## config.mk

```make
export PLATFORM = sky130hd
export DESIGN_NAME = alu_chunk_seq_flat
export DESIGN_NICKNAME = d
export VERILOG_FILES = /design/src/rtl/alu_chunk_seq_if.sv /design/src/rtl/alu_chunk_seq.sv /design/src/flat_wrapper.sv
export SDC_FILE = /design/constraint.sdc
export NUM_CORES = 1
export LEC_CHECK = 0
export BUFFER_PORTS_ARGS = -buffer_cell sky130_fd_sc_hd__buf_2
export CORE_MARGIN = 5
export CORE_UTILIZATION = 35
export CTS_CLUSTER_SIZE = 8
export DETAILED_ROUTE_END_ITERATION = 10
export HOLD_SLACK_MARGIN = 0.05
export SLEW_MARGIN = 30
export SYNTH_ARGS = -nofsm -noshare
export SYNTH_HDL_FRONTEND = slang
export SYNTH_SLANG_ARGS = --single-unit
```

## constraint.sdc

```tcl
create_clock -name clk -period 3.9 [get_ports clk]
set_clock_uncertainty 0.2 [all_clocks]
set_input_delay 0.585 -clock clk [delete_from_list [all_inputs] [get_ports clk]]
set_output_delay 0.585 -clock clk [all_outputs]
set_load 0.02 [all_outputs]
```

## src/rtl/alu_chunk_seq_if.sv

```systemverilog
// Request/result handshake bundle for alu_chunk_seq: a valid/ready request
// side (operands in) and a valid/ready result side (s/cout out).
interface alu_chunk_seq_if #(
    parameter int WIDTH = 64
);
    logic             in_valid;
    logic             in_ready;
    logic [WIDTH-1:0] a;
    logic [WIDTH-1:0] b;
    logic             cin;
    logic [1:0]       op;
    logic             out_valid;
    logic             out_ready;
    logic [WIDTH-1:0] s;
    logic             cout;

    modport master (
        output in_valid, a, b, cin, op, out_ready,
        input  in_ready, out_valid, s, cout
    );

    modport slave (
        input  in_valid, a, b, cin, op, out_ready,
        output in_ready, out_valid, s, cout
    );
endinterface

```

## src/rtl/alu_chunk_seq.sv

```systemverilog
// Multi-cycle ALU: evaluates a WIDTH-bit NOR/XOR/ADD/SUB one CHUNK-bit slice
// per clock, carrying between slices in a register.
module alu_chunk_seq #(
    parameter int WIDTH = 64,
    parameter int CHUNK = 8
) (
    input  logic           clk,
    input  logic           rst,
    alu_chunk_seq_if.slave bus
);
    localparam int NCHUNK = (CHUNK > 0) ? (WIDTH / CHUNK) : 1;
    localparam int IDXW   = (NCHUNK > 1) ? $clog2(NCHUNK) : 1;
    localparam int OFSW   = (WIDTH > 1) ? $clog2(WIDTH) : 1;
    localparam logic [IDXW-1:0] LAST_IDX = IDXW'(NCHUNK - 1);

    localparam logic [1:0] OP_NOR = 2'b00;
    localparam logic [1:0] OP_XOR = 2'b01;
    localparam logic [1:0] OP_SUB = 2'b11;

    generate
        if (WIDTH < 1 || CHUNK < 1 || CHUNK > WIDTH || (WIDTH % CHUNK) != 0) begin : g_bad_params
            $error("alu_chunk_seq: need 1 <= CHUNK <= WIDTH and WIDTH %% CHUNK == 0");
        end
    endgenerate

    typedef enum logic [1:0] {
        IDLE,
        CALC,
        DONE
    } state_t;

    state_t           state;
    logic [WIDTH-1:0] a_q;
    logic [WIDTH-1:0] b_q;
    logic [1:0]       op_q;
    logic             carry_q;
    logic [IDXW-1:0]  idx;
    logic [WIDTH-1:0] s_q;
    logic             cout_q;
    logic             out_valid_q;

    logic [OFSW-1:0]  bit_ofs;
    logic [CHUNK-1:0] a_sl;
    logic [CHUNK-1:0] b_sl;
    logic [CHUNK-1:0] b_eff;
    logic [CHUNK-1:0] res_sl;
    logic [CHUNK:0]   sum;
    logic             carry_nxt;

    // Slice datapath: subtraction is a + ~b + carry, so only b needs inverting.
    always_comb begin
        bit_ofs   = OFSW'(32'(idx) * 32'(CHUNK));
        a_sl      = a_q[bit_ofs +: CHUNK];
        b_sl      = b_q[bit_ofs +: CHUNK];
        b_eff     = (op_q == OP_SUB) ? ~b_sl : b_sl;
        sum       = {1'b0, a_sl} + {1'b0, b_eff} + {{CHUNK{1'b0}}, carry_q};
        case (op_q)
            OP_NOR:  res_sl = ~(a_sl | b_sl);
            OP_XOR:  res_sl = a_sl ^ b_sl;
            default: res_sl = sum[CHUNK-1:0];
        endcase
        carry_nxt = op_q[1] & sum[CHUNK];
    end

    // Control FSM; the carry register doubles as the latched cin at acceptance.
    always_ff @(posedge clk) begin
        if (rst) begin
            state       <= IDLE;
            a_q         <= '0;
            b_q         <= '0;
            op_q        <= OP_NOR;
            carry_q     <= 1'b0;
            idx         <= '0;
            s_q         <= '0;
            cout_q      <= 1'b0;
            out_valid_q <= 1'b0;
        end else begin
            case (state)
                IDLE: begin
                    if (bus.in_valid) begin
                        a_q     <= bus.a;
                        b_q     <= bus.b;
                        op_q    <= bus.op;
                        carry_q <= bus.cin;
                        idx     <= '0;
                        state   <= CALC;
                    end
                end
                CALC: begin
                    s_q[bit_ofs +: CHUNK] <= res_sl;
                    carry_q               <= carry_nxt;
                    if (idx == LAST_IDX) begin
                        cout_q      <= carry_nxt;
                        out_valid_q <= 1'b1;
                        state       <= DONE;
                    end else begin
                        idx <= idx + IDXW'(1);
                    end
                end
                DONE: begin
                    if (bus.out_ready) begin
                        out_valid_q <= 1'b0;
                        state       <= IDLE;
                    end
                end
                default: state <= IDLE;
            endcase
        end
    end

    assign bus.in_ready  = (state == IDLE);
    assign bus.out_valid = out_valid_q;
    assign bus.s         = s_q;
    assign bus.cout      = cout_q;
endmodule

```

## src/flat_wrapper.sv

```systemverilog
// flat-port wrapper written by rule: the top's interface ports become plain ports
module alu_chunk_seq_flat 
#(
    parameter int WIDTH = 64,
    parameter int CHUNK = 8
)
  (clk, rst, bus_in_valid, bus_a, bus_b, bus_cin, bus_op, bus_out_ready, bus_in_ready, bus_out_valid, bus_s, bus_cout);
  alu_chunk_seq_if #(.WIDTH(WIDTH)) bus_i ();
  input  logic clk;
  input  logic rst;
  input wire logic [$bits(bus_i.in_valid)-1:0] bus_in_valid;
  input wire logic [$bits(bus_i.a)-1:0] bus_a;
  input wire logic [$bits(bus_i.b)-1:0] bus_b;
  input wire logic [$bits(bus_i.cin)-1:0] bus_cin;
  input wire logic [$bits(bus_i.op)-1:0] bus_op;
  input wire logic [$bits(bus_i.out_ready)-1:0] bus_out_ready;
  output wire logic [$bits(bus_i.in_ready)-1:0] bus_in_ready;
  output wire logic [$bits(bus_i.out_valid)-1:0] bus_out_valid;
  output wire logic [$bits(bus_i.s)-1:0] bus_s;
  output wire logic [$bits(bus_i.cout)-1:0] bus_cout;
  assign bus_i.in_valid = bus_in_valid;
  assign bus_i.a = bus_a;
  assign bus_i.b = bus_b;
  assign bus_i.cin = bus_cin;
  assign bus_i.op = bus_op;
  assign bus_i.out_ready = bus_out_ready;
  assign bus_in_ready = bus_i.in_ready;
  assign bus_out_valid = bus_i.out_valid;
  assign bus_s = bus_i.s;
  assign bus_cout = bus_i.cout;
  alu_chunk_seq #(.WIDTH(WIDTH), .CHUNK(CHUNK)) u_core (.clk(clk), .rst(rst), .bus(bus_i));
endmodule
```

# --- Word level (Yosys, flattened, before mapping) ---
# Index checks and enable logic that the tools add are counted.
totals:
  ff_bits: 202
  input_bits: 135
  output_inout_bits: 67
  wordCells: 56
classes:
  add_sub_neg: 4
  n_eq_ne: 9
  shift: 4
  muxes: 15
  n_bitwise: 5
  n_reduce_logical: 10
op_table:
  columns: ["op", "n"]
  rows:
  - ["indexed part select 64 x 7 -> 8 bit", 2]
  - ["bitwise mux 64 bit", 1]
  - ["variable shift 8 x 8 -> 64 bit (first input constant)", 1]
  - ["indexed part select 8 x 8 -> 64 bit", 1]
  - ["NOT 8 bit", 2]
  - ["case mux 8 bit (2 select lines)", 1]
  - ["adder 8 x 8 -> 9 bit", 1]
  - ["adder 9 x 1 -> 9 bit", 1]
  - ["AND reduction 3 bit", 3]
  - ["two-way mux 8 bit", 1]
  - ["negation 6 -> 8 bit", 1]
  - ["OR 8 bit", 1]
  - ["XOR 8 bit", 1]
  - ["two-way mux 2 bit", 3]
  - ["two-way mux 3 bit", 2]
  - ["!= test 2 bit (second input constant)", 3]
  - ["case mux 2 bit (3 select lines)", 1]
  - ["case mux 3 bit (2 select lines)", 1]
  - ["AND reduction 2 bit", 3]
  - ["equality test 2 x 1 -> 1 bit (second input constant)", 2]
  - ["equality test 2 bit (second input constant)", 2]
  - ["logical NOT 2 bit", 2]
  - ["case mux 1 bit (2 select lines)", 2]
  - ["nonzero test 2 bit", 2]
  - ["5 further kinds", 7]

# --- Depth between registers and ports, before layout ---
depth:
  depth_word: 8
  depth_mapped: 13
  mapped_depth_nobuf: 11

# --- Worst setup path before layout ---
# OpenSTA, ideal clock, no wires.
synth_path:
  path_type: "register to register"
  startpoint: "register u_core.idx[0]"
  endpoint: "register u_core.s_q[38] (netlist: u_core.bus.s[38])"
  setup_time_ps: 138
  arrival_ps: 3248
  t_required_ps: 3562
  setup_slack_ps: 315
  path_stages_with_launch: 13
  path_buffers: 1
  synth_period_minus_slack_ps: 3585
  path_cell_list: "dfxtp_1 > buf_2 > mux4_2 > mux2i_1 > xnor2_1 > fa_1 > inv_1 > fa_1 > a211oi_1 > o21ai_0 > xor2_1 > a21oi_2 > a211oi_1"
synth_via:
  elab_chain_cells: 8
  word_cells_on_any_way: 14
  classes_between: "add/sub (3); shift (4); mux (3); bitwise (4)"
synth_lines:
  columns: ["item", "line", "text"]
  rows:
  - ["from (decl)", "alu_chunk_seq.sv:37", "logic [IDXW-1:0] idx;"]
  - ["from (signal assigned)", "alu_chunk_seq.sv:97", "idx <= idx + IDXW'(1);"]
  - ["indexed part select 64 x 7 -> 8 bit", "alu_chunk_seq.sv:54", "b_sl = b_q[bit_ofs +: CHUNK];"]
  - ["NOT 8 bit", "alu_chunk_seq.sv:55", "b_eff = (op_q == OP_SUB) ? ~b_sl : b_sl;"]
  - ["two-way mux 8 bit", "alu_chunk_seq.sv:55", null]
  - ["adder 8 x 8 -> 9 bit", "alu_chunk_seq.sv:56", "sum = {1'b0, a_sl} + {1'b0, b_eff} + {{CHUNK{1'b0}}, carry_q};"]
  - ["adder 9 x 1 -> 9 bit", "alu_chunk_seq.sv:56", null]
  - ["case mux 8 bit (2 select lines)", "alu_chunk_seq.sv:57", "case (op_q)"]
  - ["indexed part select 8 x 8 -> 64 bit", "alu_chunk_seq.sv:90", "s_q[bit_ofs +: CHUNK] <= res_sl;"]
  - ["bitwise mux 64 bit (*)", "alu_chunk_seq.sv:90", null]
  - ["to (signal, indexed assignment)", "alu_chunk_seq.sv:90", null]
  - ["to (decl)", "alu_chunk_seq.sv:38", "logic [WIDTH-1:0] s_q;"]
# Every way passes the cells marked *; elsewhere a longest branch is shown, timed or not.
# A chain may end at the register's enable or synchronous reset.

# --- Final worst setup path ---
# Ends and elaborated chain as after synthesis.

==> results_dict.tcl <==
set metrics [dict create \
    cts_buffer_depth 3 \
    cts-buffers-inserted 29 \
    cts_root_buffer "clkbuf_16" \
    drv_slew 0 \
    numPortBuffers 201 \
    final_nets 1398 \
    end_kind "flop" \
    ys_warn_count 0 \
    ys_ff_latch 202 \
    critPathRequiredTime_ps 4070 \
    leakage_uw 0.00460 \
    slew_headroom 0.410 \
    cts_tree "yes" \
    setup_violations 0 \
    start_util 0.356 \
    globalplace.congestion 0.853 \
    synth_edf_count 0 \
    dpl.cell_count 1538 \
    fmax_ghz 0.277 \
    rr_worst_depth 11 \
    min_period_ps 3620 \
    grt_remaining_overflow 0 \
    critical_path_class "flop to flop" \
    peakVddDrop_v 0.000320 \
    dieArea_sq_um 29000 \
    grt_pass1_vias 7546 \
    async_flop_share 0 \
    synth_nets 1222 \
    hp-start "bus_a[25]" \
    crit_fanout 9 \
    synth_ff_type "dfxtp_1" \
    post-cts-setup-buffers 0 \
    clock-sinks 202 \
    cts_hold_buf 0 \
    holdPathStages 3 \
    layoutNonFillerInstCount 1571 \
    core_sq_um 25300 \
    h-tree-depth 1 \
    dr.pass1.iters 5 \
    grt_pass1_wl_um 40800 \
    cp-startpoint "u_core.idx[0]$_SDFFE_PP0P_" \
    area_delta_synth_final_pct 23.4 \
    arrival_ps 3790 \
    antenna_found_initial 0 \
    synthTopCellsByCount "297 x nand2_1, 202 x dfxtp_1, 166 x a21oi_1" \
    clock_latency_ps 540 \
    drt_iter0_drc 718 \
    grt_setup_unrepaired "false" \
    boundaryPins 202 \
    maxCapViolations 0 \
    startpoint_type "flop" \
    grt_max_degree 132 \
    drive_gt1_frac 0.249 \
    yosysTopAreaCellShare 0.450 \
    synth_cell_types 52 \
    yosys.cell_count.top_type "nand2_1" \
    power_density_nw_per_um2 464 \
    drc 0 \
    status "complete, no violations" \
    synthCells 1063 \
    ys_seq_area_frac 0.450 \
    tightest_slew_ps 885 \
    fin_crit_sh 0.927 \
    ant_nets 0 \
    vias_per_cell 5.06 \
    clkTransAtPathRegs_ps 50 \
    wl_per_cell_um 16.7 \
    dieHeight_um 170 \
    vias 7947 \
    rows 58 \
    yosys.area.top_type "dfxtp_1" \
    hp-class "input pin to flop" \
    fp.dieW_um 170 \
    hold_violations 0 \
    tns_ps 0 \
    worstReg2RegStart "u_core.idx[0]$_SDFFE_PP0P_" \
    synth_area_per_cell_sq_um 8.45 \
    dp_hpwl_um 18700 \
    grt_usage 0.174 \
    rrSetupSlack_ps 280 \
    synth_area_sq_um 8980 \
    wl_um 26200 \
    synth_area_leaders "dfxtp_1 45%, nand2_1 12%, a21oi_1 9.2%" \
]
==> power breakdown <==
group | switching, uW | total, uW | internal (uW)
Combinational | 411 | 684 | 273
Clock | 857 | 2240 | 1390
Sequential | 57.1 | 2220 | 2160
Total | 1330 | 5150 | 3820
==> repair_timing <==
item                       4_1_cts  5_1_grt
hold endpoints to repair         0        0
resized for setup                0        3
setup endpoints to repair        0       23
==> worst max-delay path, stage by stage, from the launching register on <==
cell,delay (ps)
dfxtp_2,480
mux4_2,530
mux2i_1,230
xnor2_1,190
fa_1,240
inv_1,60
fa_1,430
a211oi_1,250
o21ai_0,160
xor2_1,210
a21oi_4,340
a211oi_1,120
==> metrics by stage <==
| stage | hold WS (ps) | setup slack, ps | utilization | instance area (sq um) | total power (uW) |
|---|---|---|---|---|---|
| after floorplan | 233 | 315 | - | 8980 | 2680 |
| after global placement | 240 | 132 | 0.407 | 10300 | 2930 |
| after detailed placement | 244 | 122 | 0.407 | 10300 | 2940 |
| after CTS | 58.3 | 97.5 | 0.438 | 11100 | 5210 |
| after global routing | 71.1 | 9.28 | 0.439 | 11100 | 5370 |
| final | 81.2 | 284 | 0.439 | 11100 | 5150 |
==> state kept, by name, indices dropped and copies added (netlist names) <==
| signal | count |
|---|---|
| u_core.b_q | 64 |
| u_core.carry_q | 1 |
| u_core.bus.s | 64 |
| u_core.op_q | 2 |
| u_core.state | 2 |
| u_core.a_q | 64 |
| u_core.bus.cout | 1 |
| u_core.bus.out_valid | 1 |
| u_core.idx | 3 |
==> cell type report <==
| class | count | area [sq um] |
|---|---|---|
| tap | 330 | 413 |
| clock inverter | 2 | 50.0 |
| sequential | 202 | 4050 |
| multi-input combinational | 766 | 4560 |
| inverter | 18 | 67.6 |
| fill | 2576 | 14200 |
| antenna | 1 | 2.50 |
| timing repair buffer | 222 | 1210 |
| clock buffer | 30 | 739 |
==> path summary, 6_finish.rpt <==
| check | to |
|---|---|
| min | u_core.a_q[25]$_SDFFE_PP0P_ |
| max reg2reg | u_core.bus.s[38]$_SDFFE_PP0P_ |
| min reg2reg | u_core.b_q[31]$_SDFFE_PP0P_ |
| max | u_core.bus.s[38]$_SDFFE_PP0P_ |
==> routing by layer <==
layer	track usage	routed length, um
met1	0.247	12300
met2	0.276	11900
met3	0.0279	1440
met4	0.0465	589
met5	0	0
==> logic make-up (layout without fill, tap and decap cells) <==
group / after synthesis / in the layout / share of synthesized area
buf+inv: 95 / 272 / 0.0453
flops: 202 / 202 / 0.450
compound gates: 225 / 225 / 0.141
other cells: 0 / 1 / 0
fa+ha+maj: 24 / 24 / 0.0351
simple gates: 456 / 456 / 0.217
xor+xnor: 10 / 10 / 0.00975
mux: 51 / 51 / 0.102
==> placed cells by master, fill, tap and decap left out, types with 11 or more instances in the layout <==
master       n
ha_1        22
nor2_1      68
mux2i_1     14
buf_2      200
mux4_2      32
buf_4       17
inv_1       16
nand2_1    296
dfxtp_1    200
nand3_1     11
clkbuf_16   29
a21oi_1    166
nand3b_1    17
nor3_1      26
a22oi_1     20
(Power assumes the default switching activity.)
